### config.mk
export PLATFORM = sky130hd
export DESIGN_NAME = custom_apb_master_flat
export DESIGN_NICKNAME = d
export VERILOG_FILES = /design/src/rtl/custom_apb_master_if.sv /design/src/rtl/custom_apb_master.sv /design/src/flat_wrapper.sv
export SDC_FILE = /design/constraint.sdc
export NUM_CORES = 1
export LEC_CHECK = 0
export ABC_AREA = 1
export BUFFER_PORTS_ARGS = -buffer_cell sky130_fd_sc_hd__buf_2
export CORE_MARGIN = 5
export CORE_UTILIZATION = 41
export CTS_CLUSTER_SIZE = 40
export DETAILED_ROUTE_END_ITERATION = 8
export GPL_ROUTABILITY_DRIVEN = 1
export PLACE_DENSITY = 0.84
export RECOVER_POWER = 50
export SYNTH_ARGS = -nofsm -noshare
export SYNTH_HDL_FRONTEND = slang
export SYNTH_SLANG_ARGS = --single-unit
### constraint.sdc
create_clock -name PCLK -period 1.2 [get_ports PCLK]
set_input_delay 0.24 -clock PCLK [delete_from_list [all_inputs] [get_ports PCLK]]
set_output_delay 0.24 -clock PCLK [all_outputs]
set_load 0.05 [all_outputs]
### src/rtl/custom_apb_master_if.sv
// ---------------------------------------------------------------------------
// custom_apb_master_if
// Bundles the command stream, the response stream and the APB3 bus of
// custom_apb_master.
//   master modport : the APB initiator (drives cmd_ready, rsp_*, P* requests)
//   slave modport  : the environment (requester, response sink, APB slave)
// Signals:
//   cmd_valid/cmd_ready/cmd_write/cmd_addr/cmd_wdata   command channel
//   rsp_valid/rsp_ready/rsp_rdata/rsp_err/rsp_timeout  response channel
//   PSEL/PENABLE/PWRITE/PADDR/PWDATA/PRDATA/PREADY/PSLVERR  APB3 bus
// ---------------------------------------------------------------------------
interface custom_apb_master_if #(
    parameter int ADDRWIDTH = 12
);
    logic                 cmd_valid;
    logic                 cmd_ready;
    logic                 cmd_write;
    logic [ADDRWIDTH-1:0] cmd_addr;
    logic [31:0]          cmd_wdata;

    logic                 rsp_valid;
    logic                 rsp_ready;
    logic [31:0]          rsp_rdata;
    logic                 rsp_err;
    logic                 rsp_timeout;

    logic                 PSEL;
    logic                 PENABLE;
    logic                 PWRITE;
    logic [ADDRWIDTH-1:0] PADDR;
    logic [31:0]          PWDATA;
    logic [31:0]          PRDATA;
    logic                 PREADY;
    logic                 PSLVERR;

    modport master (
        input  cmd_valid, cmd_write, cmd_addr, cmd_wdata, rsp_ready,
               PRDATA, PREADY, PSLVERR,
        output cmd_ready, rsp_valid, rsp_rdata, rsp_err, rsp_timeout,
               PSEL, PENABLE, PWRITE, PADDR, PWDATA
    );

    modport slave (
        output cmd_valid, cmd_write, cmd_addr, cmd_wdata, rsp_ready,
               PRDATA, PREADY, PSLVERR,
        input  cmd_ready, rsp_valid, rsp_rdata, rsp_err, rsp_timeout,
               PSEL, PENABLE, PWRITE, PADDR, PWDATA
    );
endinterface

### src/rtl/custom_apb_master.sv
// ---------------------------------------------------------------------------
// custom_apb_master
// APB3 initiator: turns a valid/ready command stream into single APB
// read/write transfers (one outstanding) and returns read data / error status
// on a valid/ready response channel. Honours PREADY wait states and PSLVERR.
// Ports:
//   PCLK    clock, rising edge
//   PRESET  synchronous active-high reset
//   bus     custom_apb_master_if.master (command, response and APB signals)
// Parameters:
//   ADDRWIDTH       APB address width (PADDR[1:0] always 0)
//   TIMEOUT_CYCLES  PREADY-low ACCESS cycles before abort, 1..255
// Optional feature macro: APB_MASTER_TIMEOUT_EN
//   defined   -> an 8-bit wait counter aborts a stalled ACCESS phase
//   undefined -> ACCESS waits indefinitely, rsp_timeout is constant 0
// ---------------------------------------------------------------------------
module custom_apb_master #(
    parameter int ADDRWIDTH      = 12,
    parameter int TIMEOUT_CYCLES = 16
) (
    input  logic                       PCLK,
    input  logic                       PRESET,
    custom_apb_master_if.master        bus
);
    typedef enum logic [1:0] {IDLE, SETUP, ACCESS, RESP} state_t;

    if (TIMEOUT_CYCLES < 1 || TIMEOUT_CYCLES > 255) begin : g_bad_timeout
        $error("custom_apb_master: TIMEOUT_CYCLES must be within 1..255");
    end

    state_t               state_q;
    logic                 psel_q;
    logic                 penable_q;
    logic                 pwrite_q;
    logic [ADDRWIDTH-1:0] paddr_q;
    logic [31:0]          pwdata_q;
    logic                 rsp_valid_q;
    logic [31:0]          rsp_rdata_q;
    logic                 rsp_err_q;

    // Byte lanes are never addressed; PADDR is always word aligned.
    logic unused_addr_lsb;
    assign unused_addr_lsb = ^bus.cmd_addr[1:0];

`ifdef APB_MASTER_TIMEOUT_EN
    // Abort fires on the edge that would make the count reach the limit.
    localparam logic [7:0] WAIT_LIMIT = 8'(TIMEOUT_CYCLES - 1);
    logic [7:0] wait_cnt_q;
    logic       rsp_timeout_q;
`endif

    always_ff @(posedge PCLK) begin
        if (PRESET) begin
            state_q     <= IDLE;
            psel_q      <= 1'b0;
            penable_q   <= 1'b0;
            pwrite_q    <= 1'b0;
            paddr_q     <= '0;
            pwdata_q    <= '0;
            rsp_valid_q <= 1'b0;
            rsp_rdata_q <= '0;
            rsp_err_q   <= 1'b0;
`ifdef APB_MASTER_TIMEOUT_EN
            wait_cnt_q    <= '0;
            rsp_timeout_q <= 1'b0;
`endif
        end else begin
            case (state_q)
                IDLE: begin
                    if (bus.cmd_valid) begin
                        pwrite_q  <= bus.cmd_write;
                        paddr_q   <= {bus.cmd_addr[ADDRWIDTH-1:2], 2'b00};
                        pwdata_q  <= bus.cmd_wdata;
                        psel_q    <= 1'b1;
                        penable_q <= 1'b0;
                        state_q   <= SETUP;
                    end
                end
                SETUP: begin
                    penable_q <= 1'b1;
                    state_q   <= ACCESS;
`ifdef APB_MASTER_TIMEOUT_EN
                    wait_cnt_q <= '0;
`endif
                end
                ACCESS: begin
                    // PREADY is checked first so completion wins over timeout.
                    if (bus.PREADY) begin
                        psel_q      <= 1'b0;
                        penable_q   <= 1'b0;
                        rsp_valid_q <= 1'b1;
                        rsp_rdata_q <= pwrite_q ? 32'h0 : bus.PRDATA;
                        rsp_err_q   <= bus.PSLVERR;
`ifdef APB_MASTER_TIMEOUT_EN
                        rsp_timeout_q <= 1'b0;
`endif
                        state_q     <= RESP;
                    end
`ifdef APB_MASTER_TIMEOUT_EN
                    else if (wait_cnt_q == WAIT_LIMIT) begin
                        psel_q        <= 1'b0;
                        penable_q     <= 1'b0;
                        rsp_valid_q   <= 1'b1;
                        rsp_rdata_q   <= 32'h0;
                        rsp_err_q     <= 1'b1;
                        rsp_timeout_q <= 1'b1;
                        state_q       <= RESP;
                    end else begin
                        wait_cnt_q <= wait_cnt_q + 8'd1;
                    end
`endif
                end
                RESP: begin
                    if (bus.rsp_ready) begin
                        rsp_valid_q <= 1'b0;
                        state_q     <= IDLE;
                    end
                end
                default: state_q <= IDLE;
            endcase
        end
    end

    assign bus.cmd_ready = (state_q == IDLE);
    assign bus.PSEL      = psel_q;
    assign bus.PENABLE   = penable_q;
    assign bus.PWRITE    = pwrite_q;
    assign bus.PADDR     = paddr_q;
    assign bus.PWDATA    = pwdata_q;
    assign bus.rsp_valid = rsp_valid_q;
    assign bus.rsp_rdata = rsp_rdata_q;
    assign bus.rsp_err   = rsp_err_q;
`ifdef APB_MASTER_TIMEOUT_EN
    assign bus.rsp_timeout = rsp_timeout_q;
`else
    assign bus.rsp_timeout = 1'b0;
`endif

endmodule

### src/flat_wrapper.sv
// flat-port wrapper written by rule: the top's interface ports become plain ports
module custom_apb_master_flat 
#(
    parameter int ADDRWIDTH      = 12,
    parameter int TIMEOUT_CYCLES = 16
)
  (PCLK, PRESET, bus_cmd_valid, bus_cmd_write, bus_cmd_addr, bus_cmd_wdata, bus_rsp_ready, bus_PRDATA, bus_PREADY, bus_PSLVERR, bus_cmd_ready, bus_rsp_valid, bus_rsp_rdata, bus_rsp_err, bus_rsp_timeout, bus_PSEL, bus_PENABLE, bus_PWRITE, bus_PADDR, bus_PWDATA);
  custom_apb_master_if #(.ADDRWIDTH(ADDRWIDTH)) bus_i ();
  input  logic PCLK;
  input  logic PRESET;
  input wire logic [$bits(bus_i.cmd_valid)-1:0] bus_cmd_valid;
  input wire logic [$bits(bus_i.cmd_write)-1:0] bus_cmd_write;
  input wire logic [$bits(bus_i.cmd_addr)-1:0] bus_cmd_addr;
  input wire logic [$bits(bus_i.cmd_wdata)-1:0] bus_cmd_wdata;
  input wire logic [$bits(bus_i.rsp_ready)-1:0] bus_rsp_ready;
  input wire logic [$bits(bus_i.PRDATA)-1:0] bus_PRDATA;
  input wire logic [$bits(bus_i.PREADY)-1:0] bus_PREADY;
  input wire logic [$bits(bus_i.PSLVERR)-1:0] bus_PSLVERR;
  output wire logic [$bits(bus_i.cmd_ready)-1:0] bus_cmd_ready;
  output wire logic [$bits(bus_i.rsp_valid)-1:0] bus_rsp_valid;
  output wire logic [$bits(bus_i.rsp_rdata)-1:0] bus_rsp_rdata;
  output wire logic [$bits(bus_i.rsp_err)-1:0] bus_rsp_err;
  output wire logic [$bits(bus_i.rsp_timeout)-1:0] bus_rsp_timeout;
  output wire logic [$bits(bus_i.PSEL)-1:0] bus_PSEL;
  output wire logic [$bits(bus_i.PENABLE)-1:0] bus_PENABLE;
  output wire logic [$bits(bus_i.PWRITE)-1:0] bus_PWRITE;
  output wire logic [$bits(bus_i.PADDR)-1:0] bus_PADDR;
  output wire logic [$bits(bus_i.PWDATA)-1:0] bus_PWDATA;
  assign bus_i.cmd_valid = bus_cmd_valid;
  assign bus_i.cmd_write = bus_cmd_write;
  assign bus_i.cmd_addr = bus_cmd_addr;
  assign bus_i.cmd_wdata = bus_cmd_wdata;
  assign bus_i.rsp_ready = bus_rsp_ready;
  assign bus_i.PRDATA = bus_PRDATA;
  assign bus_i.PREADY = bus_PREADY;
  assign bus_i.PSLVERR = bus_PSLVERR;
  assign bus_cmd_ready = bus_i.cmd_ready;
  assign bus_rsp_valid = bus_i.rsp_valid;
  assign bus_rsp_rdata = bus_i.rsp_rdata;
  assign bus_rsp_err = bus_i.rsp_err;
  assign bus_rsp_timeout = bus_i.rsp_timeout;
  assign bus_PSEL = bus_i.PSEL;
  assign bus_PENABLE = bus_i.PENABLE;
  assign bus_PWRITE = bus_i.PWRITE;
  assign bus_PADDR = bus_i.PADDR;
  assign bus_PWDATA = bus_i.PWDATA;
  custom_apb_master #(.ADDRWIDTH(ADDRWIDTH), .TIMEOUT_CYCLES(TIMEOUT_CYCLES)) u_core (.PCLK(PCLK), .PRESET(PRESET), .bus(bus_i));
endmodule
* Word-level counts from Yosys, hierarchy flattened
Cells that the tools add are included.
Cells by class: eq/ne operators 6, multiplexer cells 13, reduce and logical (&&, ||, !) cells 10
Operators with widths (count):
- $mux W32 | 1
- $reduce_and A3 Y1 | 4
- $pmux W2 S4 | 1
- $mux W2 | 3
- $ne A2 B2 Y1 const B | 3
- $mux W1 | 5
- $eq A2 B2 Y1 const B | 2
- $pmux W1 S2 | 2
- $reduce_and A2 Y1 | 2
- $reduce_bool A2 Y1 | 2
- $pmux W1 S3 | 1
- $reduce_bool A3 Y1 | 1
- $eq A2 B1 Y1 const B | 1
- $logic_not A2 Y1 | 1
Storage, ports and cells: input bits 83, bits in registers 81, output and inout port bits 83

* Longest topological paths before layout
Gate-level depths: netlist of the first run.
depth after elaboration 3, depth in mapped cells 8, depth with buffers taken out 8

* Worst setup path after synthesis of the first run
No wires, ideal clock.
path type flip-flop to flip-flop, start point register u_core.state_q[0], end point register u_core.penable_q (netlist: u_core.bus.PENABLE), clock period less this slack 1.425 ns, setup slack -0.225 ns, arrival 1.312 ns, stages on the path, launching flop included 8, buffers on the path 0, setup time 0.113 ns, path through dfxtp_1 > inv_1 > ha_1 > inv_1 > nand2_1 > nand3_1 > nor2_1 > nor2_1
Between the ends: word-level cells in the longest chain between the ends 3, elaborated cells on any way between the ends 8
RTL lines:
- start, declared | RTL line custom_apb_master.sv:31 | state_t state_q;
- start signal, assigned | RTL line custom_apb_master.sv:54 | state_q <= IDLE;
- start signal, assigned | RTL line custom_apb_master.sv:76 | state_q <= SETUP;
- start signal, assigned | RTL line custom_apb_master.sv:81 | state_q <= ACCESS;
- $logic_not A2 Y1 *
- via bus_cmd_ready | RTL line flat_wrapper.sv:19 | output wire logic [$bits(bus_i.cmd_ready)-1:0] bus_cmd_ready;
- $ne A2 B2 Y1 (no line) / $reduce_bool A3 Y1 (equally long branches)
- $reduce_and A3 Y1 (no line)
- end signal, assigned | RTL line custom_apb_master.sv:56 | penable_q <= 1'b0;
- end signal, assigned | RTL line custom_apb_master.sv:75 | penable_q <= 1'b0;
- end signal, assigned | RTL line custom_apb_master.sv:80 | penable_q <= 1'b1;
- end, declared | RTL line custom_apb_master.sv:33 | logic penable_q;
The timed path passes the listed nets; every way through them passes the cells marked *. A chain may end at the register's enable or synchronous reset.

* Worst setup path in the final report of the first run
start point register u_core.state_q[0], end point output port bus_cmd_ready
Between the ends: word-level cells in the longest chain between the ends 1
RTL lines:
- $logic_not A2 Y1 | RTL line custom_apb_master.sv:124 | assign bus.cmd_ready = (state_q == IDLE);
- end, declared | RTL line flat_wrapper.sv:19
No other way between the ends.

==> impl_metrics.csv, run 1 <==
group,metric,value,unit
drt,via_count,3263,
final_layout,design_area,5308,um2
final_layout,nNetsFinal,650,
worst_setup_path,rrSetupSlack,-0.18,ns
drt,viasPerCell,4.877,
yosys,synth-seq-area-share,48.80,%
worst_setup_path,cp-start-kind,"register",
clocking,clk_pin_slew,0.10,ns
outcome,violations,"negative setup slack",
worst_hold_path,hold_end,"u_core.bus.PWDATA[15]",
grt,grt_usage,17.94,%
yosys,synth_edf_count,0,
yosys,async_reset_ff_share,0,%
clocking,clock-sinks,81,
worst_hold_path,min-delay-start,"bus_cmd_wdata[15]",
grt,antenna_found_initial,0,
worst_setup_path,critPathRequiredTime,0.96,ns
final_layout,drive_above_1_share,61.38,%
power_and_ir_drop,p_leak,2.277,nW
worst_setup_path,criticalPathCategory,"reg -> out",
sta,rsz0062_at_grt,"yes",
worst_setup_path,worstPathMaxFanout,3,
yosys,synth_area,3323,um2
floorplanning,initial_core_util,42.56,%
sta,finalSetupViolCount,80,
sta,finClkSkew,0.01614,ns
grt,grt_pass1_vias,3226,
floorplanning,fp.coreArea,7807,um2
yosys,syn_inst,388,
worst_setup_path,crit-reg2reg-launch,"u_core.state_q[0]",
clocking,cts_tree,"done",
floorplanning,die_h,100.0,um
yosys,synth-main-ff-cell,"dfxtp_1",
placed_design,place_area,4274,um2
worst_setup_path,rr_endpoint,"u_core.bus.PWDATA[1]",
drt,drc_errors,0,
drt,wirelength,9901,um
yosys,avgSynthCellArea,8.565,um2
final_layout,fillers,586,
yosys,ys_warn_count,0,
outcome,status,"finished, violations left",
worst_setup_path,arrival,1.16,ns
drt,wire_per_inst,14.80,um
floorplanning,placementRows,32,
final_layout,syn_to_final_growth,59.71,%
sta,period_share,117.0,%
yosys,synth_area_leaders,"dfxtp_1 (49%), nor2_1 (11%), nand3_2 (8.4%)",
worst_setup_path,r2r_cells,8,
grt,grt_max_degree,49,
yosys,ys_ff_latch,81,
floorplanning,die_area,10010,um2
drt,detail-route-antenna-nets,0,
drt,detail_route.iter0.violations,69,
drt,drt-pass1-iter-count,4,
clocking,clockBufferDepth,2,
worst_hold_path,holdPathStages,3,
clocking,ctsHoldBuffers,0,
clocking,cts-root-buf,"clkbuf_8",
yosys,yosysTopAreaCellShare,48.80,%
job,max_cap_violations,0,
final_layout,antenna_cells,0,
placed_design,gp_congestion,0.8052,
floorplanning,io_pins,166,
placed_design,dp_hpwl,6490,um
clocking,htreeDepth,3,
power_and_ir_drop,ir_worst_vdd,1520,uV
sta,slew_violations,0,
worst_setup_path,endpoint_kind,"output pin",
worst_hold_path,min_path_type,"in -> reg",
yosys,synthDistinctLibCells,21,
power_and_ir_drop,pwr_density_cell,2530,nW/um2
placed_design,io_buffers,160,
sta,max_freq,0.7122,GHz
yosys,yosysTopAreaCell,"dfxtp_1",
clocking,clk_latency,0.34,ns
sta,period_needed,1.404,ns
grt,grt_pass1_wl,14550,um
sta,worst_slack,-0.2040,ns
sta,tns,-8.655,ns
clocking,numCtsBuffers,9,
floorplanning,die_x,100.0,um
sta,finalHoldViolCount,0,
grt,overflow,0,
-- report_power, final --
| part | switching, mW | internal [mW] |
|---|---|---|
| Clock | 0.989 | 1.45 |
| Sequential | 0.443 | 3.30 |
| Combinational | 4.48 | 2.76 |
| Total | 5.91 | 7.51 |
-- what timing repair did --
item,CTS,global route
setup buffers,6,2
setup endpoints to repair,121,119
gates resized for setup,84,180
gates cloned,0,4
pin swaps,9,8
-- per-stage QoR --
stage               std cells  util (%)  hold WS, ns  total power [mW]  worst slack [ns]
finish                    669     67.98       0.1279             13.43           -0.2040
global route              669     67.98       0.1233             14.13           -0.2549
CTS                       664     61.38       0.1117             12.12           -0.2062
detailed placement        642     54.74       0.4565             8.953           -0.1233
global placement          642     54.74       0.4492             8.822          -0.05663
floorplan                 390         -       0.3836             7.547          -0.04556
-- cells in the final DEF, fill, tap and decap left out, drive strengths merged, types with 5 or more instances in the layout --
cell type,Yosys,layout
ha,5,5
o21ai,45,45
clkbuf,5,36
buf,24,164
a21oi,35,35
nand2,49,49
inv,13,13
dfxtp,81,81
nand3,36,36
nor2,93,93
-- cells by family (layout without fill, tap and decap cells) --
kind of cell             Yosys count  in the layout  synth area share [%]
flip-flops                        81             81                 48.80
buffers and inverters             43            220                 8.057
AND/OR/NAND/NOR                  178            178                 25.83
AO/OA/AOI/OAI                     80             80                 15.32
other                              1              3                0.1128
adder cells (fa/ha/maj)            5              5                 1.883
-- final cells by class --
| cell class | count | area [um2] | share of cell area (%) |
|---|---|---|---|
| clock buffer | 10 | 137.6 | 2.593 |
| clock inverter | 6 | 115.1 | 2.169 |
| inverter | 14 | 67.56 | 1.273 |
| multi-input combinational | 266 | 1753 | 33.03 |
| sequential | 81 | 1638 | 30.86 |
| tap | 102 | 127.6 | 2.405 |
| timing repair buffer | 190 | 1469 | 27.68 |
-- worst max-delay path, stage by stage, from the launching register on --
cell     delay [ns]
dfxtp_2        0.35
inv_2          0.06
buf_6          0.12
ha_4           0.16
buf_12         0.14
-- registers in the layout (all words and copies together) (netlist names) --
register and flops:
u_core.bus.PWDATA 32, u_core.bus.rsp_rdata 32, u_core.bus.PADDR 10, u_core.state_q 2, u_core.bus.PENABLE 1, u_core.bus.PSEL 1, u_core.bus.PWRITE 1, u_core.bus.rsp_err 1
u_core.bus.rsp_valid 1
-- worst max-delay path by stage --
stage                     slack, ns                  endpoint         startpoint
after floorplan               -0.05        u_core.bus.PENABLE  u_core.state_q[1]
after global placement        -0.06  u_core.bus.rsp_rdata[23]  u_core.state_q[0]
after detailed placement      -0.12      u_core.bus.PWDATA[4]  u_core.state_q[1]
after CTS                     -0.21             bus_cmd_ready  u_core.state_q[0]
after global routing          -0.25             bus_cmd_ready  u_core.state_q[0]
final                         -0.20             bus_cmd_ready  u_core.state_q[0]
-- per-layer routing --
| metal | wire length (um) | vias up | GRT usage, % |
|---|---|---|---|
| met1 | 3790 | 1508 | 20.06 |
| li1 | - | 1596 | - |
| met4 | 152 | 0 | 5.699 |
| met3 | 1038 | 15 | 7.158 |
| met2 | 4920 | 144 | 31.25 |
| met5 | 0 | - | 0 |
-- synthesized netlist by cell type, types with 5 or more instances --
cell type / n
o21ai_0: 42
buf_2: 10
ha_1: 5
inv_1: 11
nand2_1: 47
a21oi_1: 6
a21oi_2: 29
nand3_2: 28
dfxtp_1: 81
nand3_1: 8
buf_4: 8
nor2_1: 93
Note: power is estimated with default switching activity, not from simulation.
==> inputs of run 2 (changes only) <==
--- a/config.mk
+++ b/config.mk
@@ -8,11 +8,12 @@
 export ABC_AREA = 1
 export BUFFER_PORTS_ARGS = -buffer_cell sky130_fd_sc_hd__buf_2
 export CORE_MARGIN = 5
-export CORE_UTILIZATION = 41
+export CORE_UTILIZATION = 43
+export CTS_BUF_LIST = sky130_fd_sc_hd__clkbuf_2 sky130_fd_sc_hd__clkbuf_4 sky130_fd_sc_hd__clkbuf_8
 export CTS_CLUSTER_SIZE = 40
 export DETAILED_ROUTE_END_ITERATION = 8
 export GPL_ROUTABILITY_DRIVEN = 1
-export PLACE_DENSITY = 0.84
+export PLACE_DENSITY = 0.87
 export RECOVER_POWER = 50
 export SYNTH_ARGS = -nofsm -noshare
 export SYNTH_HDL_FRONTEND = slang
==> run 2 against run 1 <==
The run still ends with negative setup slack left. Clock power shrank 20%. Total power decreased by 7.1%. Non-clock buffer count shrank 4. Worst hold slack gained 0.0058 ns. Combinational power shrank 5.0%. Wire length increased by 2.1%. Critical path type is now reg -> reg. Critical endpoint is now u_core.bus.rsp_rdata[7].
==> impl_metrics.csv, run 2 (synthesis gave the netlist of run 1 again) <==
group,metric,value,unit
outcome,status,"finished, violations left",
outcome,violations,"negative setup slack",
clocking,numCtsBuffers,9,
drt,viasPerCell,4.950,
floorplanning,die_area,9586,um2
clocking,clock-sinks,81,
sta,rsz0062_at_grt,"yes",
clocking,clk_pin_slew,0.08,ns
power_and_ir_drop,ir_worst_vdd,1749,uV
placed_design,io_buffers,160,
power_and_ir_drop,pwr_density_cell,2457,nW/um2
final_layout,instances_no_fill,665,
worst_setup_path,endpoint_kind,"register",
clocking,cts-root-buf,"clkbuf_8",
clocking,clk_latency,0.33,ns
final_layout,antenna_cells,0,
sta,finalHoldViolCount,0,
final_layout,register_area,1633,um2
grt,met1_usage,22.87,%
power_and_ir_drop,power,12.47,mW
worst_setup_path,worstPathMaxFanout,8,
final_layout,syn_to_final_growth,52.71,%
drt,wire_per_inst,15.20,um
drt,wirelength,10110,um
sta,max_freq,0.7026,GHz
floorplanning,initial_core_util,43.68,%
power_and_ir_drop,p_comb_share,55.1,%
drt,via_count,3292,
power_and_ir_drop,p_leak,2.231,nW
floorplanning,placementRows,32,
power_and_ir_drop,intPower,6.848,mW
power_and_ir_drop,netSwitchingPower,5.622,mW
placed_design,placed_cells,637,
grt,grt_usage,19.61,%
floorplanning,die_x,97.91,um
drt,drc_errors,0,
floorplanning,die_h,97.91,um
power_and_ir_drop,swShare,45.08,%
grt,antenna_found_initial,0,
power_and_ir_drop,seq_power_share,29.2,%
power_and_ir_drop,clock_power_share,15.7,%
grt,grt_pass1_wl,15400,um
worst_setup_path,critPathRequiredTime,1.45,ns
sta,finClkSkew,0.008295,ns
clocking,htreeDepth,3,
worst_setup_path,criticalPathCategory,"reg -> reg",
sta,slew_violations,0,
drt,drt-pass1-iter-count,5,
sta,period_needed,1.423,ns
grt,overflow,0,
sta,finalSetupViolCount,59,
worst_hold_path,min_path_type,"in -> reg",
final_layout,nNetsFinal,646,
clocking,cts_tree,"done",
clocking,ctsHoldBuffers,0,
final_layout,mostFrequentLayoutCells,"nor2_1 (84), buf_2 (80), dfxtp_1 (72)",
sta,worst_slack,-0.2233,ns
grt,grt_use_met3,9.929,%
floorplanning,fp.coreArea,7607,um2
floorplanning,io_pins,166,
grt,grt_most_used_layer,"met2",
job,max_cap_violations,0,
placed_design,dp_hpwl,6402,um
grt,use_met2,31.99,%
final_layout,multiInputGateArea,1569,um2
drt,detail-route-antenna-nets,0,
final_layout,drive_above_1_share,54.00,%
final_layout,fillers,593,
drt,detail_route.iter0.violations,54,
sta,period_share,118.6,%
final_layout,final_common_cell,"nor2_1",
grt,grt_max_degree,49,
worst_setup_path,arrival,1.68,ns
placed_design,gp_congestion,0.8623,
grt,grt_pass1_vias,3216,
worst_setup_path,cp-start-kind,"register",
clocking,clockBufferDepth,2,
run 2: layout make-up:
class,instances,share of cell area [%]
repair buffers,186,29.17
multi-input cells,266,30.92
clock inverters,5,1.109
clock buffers,11,2.737
flip-flops and latches,81,32.17
inverters,14,1.381
well taps,102,2.515
run 2: worst paths after layout:
check | slack (ns) | cells past startpoint | to | startpoint
setup / recovery | -0.22 | 7 | u_core.bus.rsp_rdata[7] | u_core.state_q[1]
hold / removal | 0.13 | 3 | u_core.bus.PWDATA[16] | bus_cmd_wdata[16]
setup reg to reg | -0.22 | 7 | u_core.bus.rsp_rdata[7] | u_core.state_q[1]
hold reg to reg | 0.47 | 2 | u_core.bus.PSEL | u_core.bus.PSEL
run 2: power by group through the flow:
stage / clock (mW) / sequential [mW] / combinational (mW)
global route: 2.16 / 3.71 / 7.31
finish: 1.96 / 3.64 / 6.88
global placement: 0 / 3.58 / 5.12
detailed placement: 0 / 3.61 / 5.24
floorplan: 0 / 5.49 / 2.06
CTS: 2.02 / 3.57 / 5.97
run 2: layer usage:
metal | up-vias | part of all wire [%]
met4 | 0 | 2.5
met5 | - | 0
met3 | 21 | 9.9
li1 | 1592 | -
met2 | 164 | 48
met1 | 1515 | 39
run 2: metrics by stage:
step           hold WS, ns  TNS (ns)  util (%)  setup slack [ns]  cell area, um2
2_1_floorplan       0.3836  -0.09743         -          -0.04556            3336
3_3_place_gp        0.4496    -5.850     55.82           -0.1366            4247
6_report            0.1337    -4.613     66.71           -0.2233            5075
3_5_place_dp        0.4541    -8.647     55.82           -0.1704            4247
5_1_grt             0.1120    -10.93     66.71           -0.3033            5075
4_1_cts             0.1224    -8.663     62.09           -0.1932            4723
run 2: critical path: stages (launching register included):
cell,delay (ns)
dfxtp_2,0.34
buf_4,0.11
ha_2,0.22
nand2_4,0.12
inv_8,0.11
buf_12,0.13
nand3_1,0.13
a21oi_1,0.19
run 2: what timing repair did:
action	4_1_cts	5_1_grt
endpoints found under the setup margin	120	130
hold endpoints to repair	0	0
pin swaps	3	6
gates resized for setup	58	159
buffers inserted	5	2
gates cloned	2	3
